## config.mk

```make
export PLATFORM = sky130hd
export DESIGN_NAME = rrarb_lock
export DESIGN_NICKNAME = d
export VERILOG_FILES = /design/src/rtl/rrarb_lock.sv
export SDC_FILE = /design/constraint.sdc
export NUM_CORES = 1
export LEC_CHECK = 0
export ABC_AREA = 1
export CORE_AREA = 4 4 60 62
export DETAILED_ROUTE_END_ITERATION = 8
export DIE_AREA = 0 0 64 66
export PLACE_DENSITY_LB_ADDON = 0.15
export SYNTH_ARGS = -nofsm -noshare
export SYNTH_HDL_FRONTEND = slang
export SYNTH_HIERARCHICAL = 1
export SYNTH_SLANG_ARGS = --single-unit
export TNS_END_PERCENT = 10
```

## constraint.sdc

```tcl
create_clock -name i_clk -period 3.3 [get_ports i_clk]
set_input_delay 0.825 -clock i_clk [delete_from_list [all_inputs] [get_ports i_clk]]
set_output_delay 0.825 -clock i_clk [all_outputs]
set_load 0.005 [all_outputs]
```

## src/rtl/rrarb_lock.sv

```systemverilog
// Round-robin arbiter with locked multi-beat grants. The grant is held until the owner transfers its last beat.
// The optional stall timeout is enabled by defining RRARB_LOCK_TIMEOUT_EN.

// Cyclic first-set search: finds the first set bit at or above i_target, wrapping round to bit 0.
module fxcs #(
    parameter int WIDTH          = 8,
    parameter int ABSTRACT_MODEL = 0
) (
    input  logic [WIDTH-1:0]         i_vector,
    input  logic [$clog2(WIDTH)-1:0] i_target,
    output logic                     o_valid,
    output logic [$clog2(WIDTH)-1:0] o_index
);
    localparam int IW = $clog2(WIDTH);

    assign o_valid = |i_vector;

    generate
        if (ABSTRACT_MODEL != 0) begin : g_model
            // Walk the rotation from its far end so the nearest set bit is written last
            always_comb begin
                o_index = {IW{1'b0}};
                for (int k = WIDTH - 1; k >= 0; k--) begin
                    if (i_vector[(int'(i_target) + k) % WIDTH]) begin
                        o_index = IW'((int'(i_target) + k) % WIDTH);
                    end else begin
                        o_index = o_index;
                    end
                end
            end
        end else begin : g_struct
            logic [2*WIDTH-1:0] dbl_s;
            logic [WIDTH-1:0]   rot_s;
            logic [IW-1:0]      off_s;
            logic [IW:0]        sum_s;

            // Rotate so that i_target lands on bit 0
            assign dbl_s = {i_vector, i_vector} >> i_target;
            assign rot_s = dbl_s[WIDTH-1:0];

            // Lowest-set-bit priority encoder over the rotated vector
            always_comb begin
                off_s = {IW{1'b0}};
                for (int k = WIDTH - 1; k >= 0; k--) begin
                    if (rot_s[k]) begin
                        off_s = IW'(k);
                    end else begin
                        off_s = off_s;
                    end
                end
            end

            // Undo the rotation with a modulo-WIDTH add
            always_comb begin
                sum_s = {1'b0, i_target} + {1'b0, off_s};
                if (sum_s >= (IW+1)'(WIDTH)) begin
                    o_index = IW'(sum_s - (IW+1)'(WIDTH));
                end else begin
                    o_index = sum_s[IW-1:0];
                end
            end
        end
    endgenerate
endmodule

module rrarb_lock #(
    parameter int N_REQ          = 8,
    parameter int ABSTRACT_MODEL = 0,
    parameter int TIMEOUT_CYCLES = 64
) (
    input  logic                     i_clk,
    input  logic                     i_rst,
    input  logic [N_REQ-1:0]         i_req,
    input  logic [N_REQ-1:0]         i_last,
    input  logic                     i_ready,
    output logic [N_REQ-1:0]         o_gnt,
    output logic [$clog2(N_REQ)-1:0] o_gntIdx,
    output logic                     o_busy,
    output logic                     o_beat,
    output logic                     o_timeout
);
    localparam int IW = $clog2(N_REQ);

    typedef enum logic [0:0] {
        ST_IDLE   = 1'b0,
        ST_LOCKED = 1'b1
    } state_t;

    state_t           state_r, state_n;
    logic [IW-1:0]    ptr_r, ptr_n;
    logic [N_REQ-1:0] gnt_r, gnt_n;
    logic [IW-1:0]    gnt_idx_r, gnt_idx_n;
    logic             busy_r, busy_n;
    logic             win_valid_s;
    logic [IW-1:0]    win_idx_s;
    logic             beat_s;

`ifdef RRARB_LOCK_TIMEOUT_EN
    localparam int CW = $clog2(TIMEOUT_CYCLES + 1);
    logic [CW-1:0] stall_r, stall_n;
    logic          timeout_r, timeout_n;
`endif

    // Priority moves to the requester just after the one being released
    function automatic logic [IW-1:0] next_ptr(input logic [IW-1:0] g);
        if (g == IW'(N_REQ - 1)) begin
            next_ptr = {IW{1'b0}};
        end else begin
            next_ptr = g + IW'(1);
        end
    endfunction

    fxcs #(
        .WIDTH          (N_REQ),
        .ABSTRACT_MODEL (ABSTRACT_MODEL)
    ) u_fxcs (
        .i_vector (i_req),
        .i_target (ptr_r),
        .o_valid  (win_valid_s),
        .o_index  (win_idx_s)
    );

    assign beat_s = busy_r & i_req[gnt_idx_r] & i_ready;

    // Next-state logic: grant from IDLE, release on last beat (or stall timeout)
    always_comb begin
        state_n   = state_r;
        ptr_n     = ptr_r;
        gnt_n     = gnt_r;
        gnt_idx_n = gnt_idx_r;
        busy_n    = busy_r;
`ifdef RRARB_LOCK_TIMEOUT_EN
        stall_n   = stall_r;
        timeout_n = 1'b0;
`endif
        case (state_r)
            ST_IDLE: begin
                if (win_valid_s) begin
                    state_n   = ST_LOCKED;
                    gnt_n     = {{(N_REQ-1){1'b0}}, 1'b1} << win_idx_s;
                    gnt_idx_n = win_idx_s;
                    busy_n    = 1'b1;
`ifdef RRARB_LOCK_TIMEOUT_EN
                    stall_n   = {CW{1'b0}};
`endif
                end else begin
                    state_n = ST_IDLE;
                end
            end
            ST_LOCKED: begin
                if (beat_s) begin
`ifdef RRARB_LOCK_TIMEOUT_EN
                    stall_n = {CW{1'b0}};
`endif
                    if (i_last[gnt_idx_r]) begin
                        state_n   = ST_IDLE;
                        gnt_n     = {N_REQ{1'b0}};
                        gnt_idx_n = {IW{1'b0}};
                        busy_n    = 1'b0;
                        ptr_n     = next_ptr(gnt_idx_r);
                    end else begin
                        state_n = ST_LOCKED;
                    end
                end
`ifdef RRARB_LOCK_TIMEOUT_EN
                // This stall cycle is the TIMEOUT_CYCLES-th in a row
                else if (stall_r == CW'(TIMEOUT_CYCLES - 1)) begin
                    state_n   = ST_IDLE;
                    gnt_n     = {N_REQ{1'b0}};
                    gnt_idx_n = {IW{1'b0}};
                    busy_n    = 1'b0;
                    ptr_n     = next_ptr(gnt_idx_r);
                    stall_n   = {CW{1'b0}};
                    timeout_n = 1'b1;
                end else begin
                    stall_n = stall_r + CW'(1);
                end
`else
                else begin
                    state_n = ST_LOCKED;
                end
`endif
            end
            default: begin
                state_n   = ST_IDLE;
                gnt_n     = {N_REQ{1'b0}};
                gnt_idx_n = {IW{1'b0}};
                busy_n    = 1'b0;
            end
        endcase
    end

    // State and output registers
    always_ff @(posedge i_clk) begin
        if (i_rst) begin
            state_r   <= ST_IDLE;
            ptr_r     <= {IW{1'b0}};
            gnt_r     <= {N_REQ{1'b0}};
            gnt_idx_r <= {IW{1'b0}};
            busy_r    <= 1'b0;
        end else begin
            state_r   <= state_n;
            ptr_r     <= ptr_n;
            gnt_r     <= gnt_n;
            gnt_idx_r <= gnt_idx_n;
            busy_r    <= busy_n;
        end
    end

`ifdef RRARB_LOCK_TIMEOUT_EN
    // Stall counter and release pulse
    always_ff @(posedge i_clk) begin
        if (i_rst) begin
            stall_r   <= {CW{1'b0}};
            timeout_r <= 1'b0;
        end else begin
            stall_r   <= stall_n;
            timeout_r <= timeout_n;
        end
    end

    assign o_timeout = timeout_r;
`else
    assign o_timeout = 1'b0;
`endif

    assign o_gnt    = gnt_r;
    assign o_gntIdx = gnt_idx_r;
    assign o_busy   = busy_r;
    assign o_beat   = beat_s;
endmodule
```

After elaboration in Yosys (flattened, before gate mapping) --
Index checks and enable logic that the tools add are counted.
Operators by class: add/subtract/negate cells 3, mux-type cells 30, $mul 0, reduce and logical (&&, ||, !) cells 3, div/mod/pow operators 0, equal/unequal tests 4, bitwise operators 3, shifts and indexed selects 2, order comparisons 2
Operators with widths (count):
- $mux 3 | 13
- $mux 8 | 3
- $pmux 8 s2 | 1
- $shr 16x3->8 | 1
- $mux 1 | 8
- $reduce_or 8->1 | 1
- $shl 1x3->8 const A | 1
- $bmux 1 s3 | 2
- $pmux 3 s2 | 1
- $reduce_and 3->1 | 2
- $add 3x3->4 | 1
- $ge 4x4->1 const B | 1
- $lt 3x4->1 const B | 1
- $ne 2x1->1 const B | 2
- $pmux 1 s2 | 2
- $add 3x1->3 const B | 1
- $eq 3x3->1 const B | 1
- $sub 3x1->3 const B | 1
- $and 1x1->1 | 2
- $ne 2x2->1 const B | 1
- $not 1->1 | 1
Storage, ports and cells: latch bits 0, memories kept 0, input port bits 19, flip-flop bits (word level) 16, RAM bits 0, bits in read-only memories 0

Longest topological paths before layout --
depth in word-level cells 15, mapped depth 26, mapped depth without buffers 25

Modules after synthesis --
The synthesis kept the hierarchy.
Modules (own cells, without submodules):
- rrarb_lock | seq. area each 320.3 um^2, cells each 157, times used 1, area an instance 979.7 um^2
- fxcs | seq. area each 0.0 um^2, cells each 98, times used 1, area an instance 531.8 um^2

Least setup slack after synthesis --
OpenSTA, ideal clock, no wires.
kind input -> register, start in i_req[1], end reg gnt_r[4], in the netlist o_gnt[4], slack 387 ps, arrival time 2798 ps, path buffers 0, stages on the path 24, library setup time 115 ps, cell sequence nand2_1 nand3_2 nand2_1 nand2_1 nand2_1 nand2_1 nand2_1 nand2_1 nand2_1 nand2_1 a21oi_1 ha_1 inv_1 fa_1 xor2_1 nand3b_1 nand2_1 inv_1 inv_1 nor2_1 inv_1 nor2_1 a21oi_1 nor2_1
On the way: word-level cells in the longest chain between the ends 15, elaborated cells between the ends (all ways) 24
Ends and longest elaborated chain:
- from (decl) | RTL line 73 | input logic [N_REQ-1:0] i_req,
- $shr 16x3->8 (*) | RTL line 38 | assign dbl_s = {i_vector, i_vector} >> i_target;
- $mux 3 (7 in a row) | RTL line 45 | if (rot_s[k]) begin
- $mux 3 (*) | RTL line 45
- $add 3x3->4 (*) | RTL line 55 | sum_s = {1'b0, i_target} + {1'b0, off_s};
- $ge 4x4->1 / $sub 3x1->3 (equally long branches) | RTL line 56, 57
- $mux 3 (*) | RTL line 56 | if (sum_s >= (IW+1)'(WIDTH)) begin
- net win_idx_s[2] | RTL line 95 | logic [IW-1:0] win_idx_s;
- $shl 1x3->8 (*) | RTL line 140 | gnt_n = {{(N_REQ-1){1'b0}}, 1'b1} << win_idx_s;
- $mux 8 (*) | RTL line 138 | if (win_valid_s) begin
- $pmux 8 s2 (*) | RTL line 136 | case (state_r)
- to (signal assigned) | RTL line 198 | gnt_r <= {N_REQ{1'b0}};
- to (signal assigned) | RTL line 204 | gnt_r <= gnt_n;
- to (decl) | RTL line 91 | logic [N_REQ-1:0] gnt_r, gnt_n;
The timed path passes the listed nets; every way through them passes the cells marked *. The select of a mux whose other input is x is not followed. A chain may end at the register's enable or synchronous reset.

Worst setup path in the final report --
start in i_req[2], end reg gnt_r[4], in the netlist o_gnt[4]
Same word-level chain as after synthesis.

==> results.tsv <==
stage	metric	value	unit
floorplanning	die_y	66	µm
setup_path	critPathKind	primary input to flop	
grt	grt_pass1_wl	6.16	mm
finish	fin_nets	328	
sta	fin_crit	3.05	ns
clocking	cts-root-buf	clkbuf_4	
setup_path	arrival	3.24	ns
sta	finalSetupTns	0	ns
setup_path	worst_setup_path_end_kind	flop	
finish	layout_common_cells	77 x nand2_1, 28 x nand3_1, 26 x nor2_1, 25 x inv_1, 24 x buf_4	
finish	insertedDiodeCount	0	
synthesis	yosys_warnings	6	
routing	drt-total-wl	3.54	mm
floorplanning	rows	20	
synthesis	syn_area_per_cell	5.93	µm²
finish	fillCellCount	289	
clocking	cts_sinks	16	
clocking	clock_path_buffers	2	
routing	met2WireLength	1.61	mm
routing	top_layer	met4	
synthesis	ys_seq_area_frac	0.212	
grt	grt_antenna_before_repair	0	
routing	wl_per_cell	10.2	µm
finish	multi_input_area	1010	µm²
grt	grt_max_degree	25	
sta	slew_viol_final	0	
placement	gp_congestion	0.873	
finish	drive_above_1_share	0.257	
finish	area_growth	34.1	%
placement	portBuffers	31	
routing	vias	1636	
grt	grt_pass1_vias	1447	
pwr	switching_power	185	µW
placement	hpwlAfterDp	2.73	mm
clocking	clkSlewWorstSetupHoldPaths	0.10	ns
synthesis	synth_nets	278	
pwr	p_comb_frac	0.377	
synthesis	netlist_area	1510	µm²
grt	grt_use_total	0.176	
clocking	cts_hold_buf	0	
synthesis	yosysUniqueCellTypes	27	
sta	fin_worst_skew	0.00573	ns
floorplanning	die_x	64	µm
finish	register_area	322	µm²
clocking	htreeDepth	1	
routing	via_per_inst	4.70	
pwr	p_leak	0.000979	µW
finish	layout_commonest_cell	nand2_1	
outcome	status	finished clean	
sta	max_freq	328	MHz
synthesis	postSynthRegisterBits	16	
sta	timing.hold.ws	0.489	ns
sta	hold_violations	0	
routing	drc	0	
pwr	seq_power_share	0.385	
routing	drt_iter0_drc	66	
pwr	p_int	379	µW
pwr	p_per_area	279	nW/µm²
worst_hold_path	hp-class	flop to flop	
sta	period_share	0.925	
pwr	pwr-share-clk	0.238	
routing	wl_met1	1.79	mm
job	maxCapViolCount	0	
floorplanning	core	3030	µm²
clocking	worst_skew_pair.late_latency	0.29	ns
setup_path	startpoint_type	primary input	
pwr	swShare	0.328	
clocking	cts_inserted_buffers	3	
floorplanning	die_area	4220	µm²
setup_path	cp_max_fo	4	
synthesis	syn_inst	255	
clocking	tritoncts	yes	
floorplanning	start_util	0.499	
routing	first_pass_iters	5	
routing	ant_nets	0	
floorplanning	ioPinCount	33	
sta	finalSetupViolations	0	
grt	gr-total-overflow	0	
routing	wl_met3	132	µm
pwr	ir_drop	0.312	mV
setup_path	required	3.49	ns
[flip-flops by register name, indices dropped and copies added (netlist names)]
register,cells
o_busy,1
o_gntIdx,3
ptr_r,3
state_r,1
o_gnt,8
[area by class of cell]
type                    instances  share of cell area
multi-input cells             198               0.500
repair buffers                 55               0.235
flip-flops and latches         16               0.159
inverters                      31              0.0611
well taps                      44              0.0272
clock buffers                   4              0.0179
[critical path: stages]
cell           delay, ns
dlygate4sd2_1       0.25
nand2_1             0.10
nand3_1             0.12
nand2_1             0.07
nand2_1             0.06
nand2_1             0.07
nand2_1             0.07
nand2_1             0.04
nand2_1             0.05
nand2_1             0.06
a21oi_2             0.13
ha_2                0.16
inv_1               0.05
fa_2                0.33
xor2_1              0.15
nand3b_1            0.18
nand2_1             0.08
inv_2               0.04
inv_2               0.06
nor2_2              0.04
inv_2               0.08
nor2_1              0.04
a21oi_1             0.13
nor2_1              0.06
[cell usage after synthesis]
cell type,n,area [µm²]
fa_1,1,20.0
a21oi_1,16,80.1
inv_1,28,105
a21oi_2,1,8.76
o21ai_0,1,5.00
buf_4,2,15.0
dfxtp_1,16,320
conb_1,1,3.75
inv_6,1,8.76
nor4_1,2,12.5
o21ai_1,2,10.0
nand3_1,29,145
xor2_1,1,8.76
nand2_2,15,93.8
nand2_1,83,312
o21bai_1,1,7.51
buf_6,5,56.3
nand3b_1,1,7.51
clkbuf_4,1,7.51
inv_2,1,3.75
nor2_1,28,105
ha_1,3,37.5
buf_2,1,5.00
nor2_2,2,12.5
clkbuf_1,1,3.75
inv_4,1,6.26
nand3_2,11,110
[final timing paths]
path                            startpoint       end  slack [ns]  cells past startpoint
worst max-delay path              i_req[2]  o_gnt[4]        0.25                     24
worst min register to register      o_busy    o_busy        0.49                      2
worst max register to register    ptr_r[1]  o_gnt[4]        0.36                     23
worst min-delay path                o_busy    o_busy        0.49                      2
[metrics by stage]
| stage | std cells | cell area (µm²) | setup WS (ns) | utilization | total power [µW] |
|---|---|---|---|---|---|
| after CTS | 347 | 1990 | 0.145 | 0.657 | 563 |
| after detailed placement | 343 | 1960 | -0.388 | 0.648 | 430 |
| after global placement | 343 | 1960 | -0.356 | 0.648 | 429 |
| after floorplan | 255 | 1510 | 0.387 | - | 339 |
| after global routing | 348 | 2030 | -0.00355 | 0.669 | 608 |
| final | 348 | 2030 | 0.249 | 0.669 | 565 |
[kinds of logic after synthesis]
| kind of cell | Yosys count | synth area share |
|---|---|---|
| compound gates | 21 | 0.0737 |
| xor+xnor | 1 | 0.00580 |
| fa+ha+maj | 4 | 0.0381 |
| buf+inv | 41 | 0.140 |
| flops | 16 | 0.212 |
| other cells | 1 | 0.00248 |
| simple gates | 171 | 0.528 |
[per-layer routing]
| layer | track usage | up-vias |
|---|---|---|
| met3 | 0.0323 | 2 |
| met5 | 0 | - |
| met4 | 0.0162 | 0 |
| met1 | 0.240 | 700 |
| met2 | 0.297 | 35 |
| li1 | - | 899 |
[what timing repair did]
action	4_1_cts	5_1_grt
setup endpoints to repair	8	8
gates resized for setup	9	22
setup buffers	0	1
hold endpoints to repair	0	0
pin swaps	1	7
[power by group through the flow]
stage	logic (µW)	clock network, µW	registers [µW]
floorplan	121	0	218
CTS	207	139	217
global placement	207	0	222
finish	213	135	217
detailed placement	208	0	222
global route	241	147	220
No activity file was read; power rests on OpenSTA's default activity.
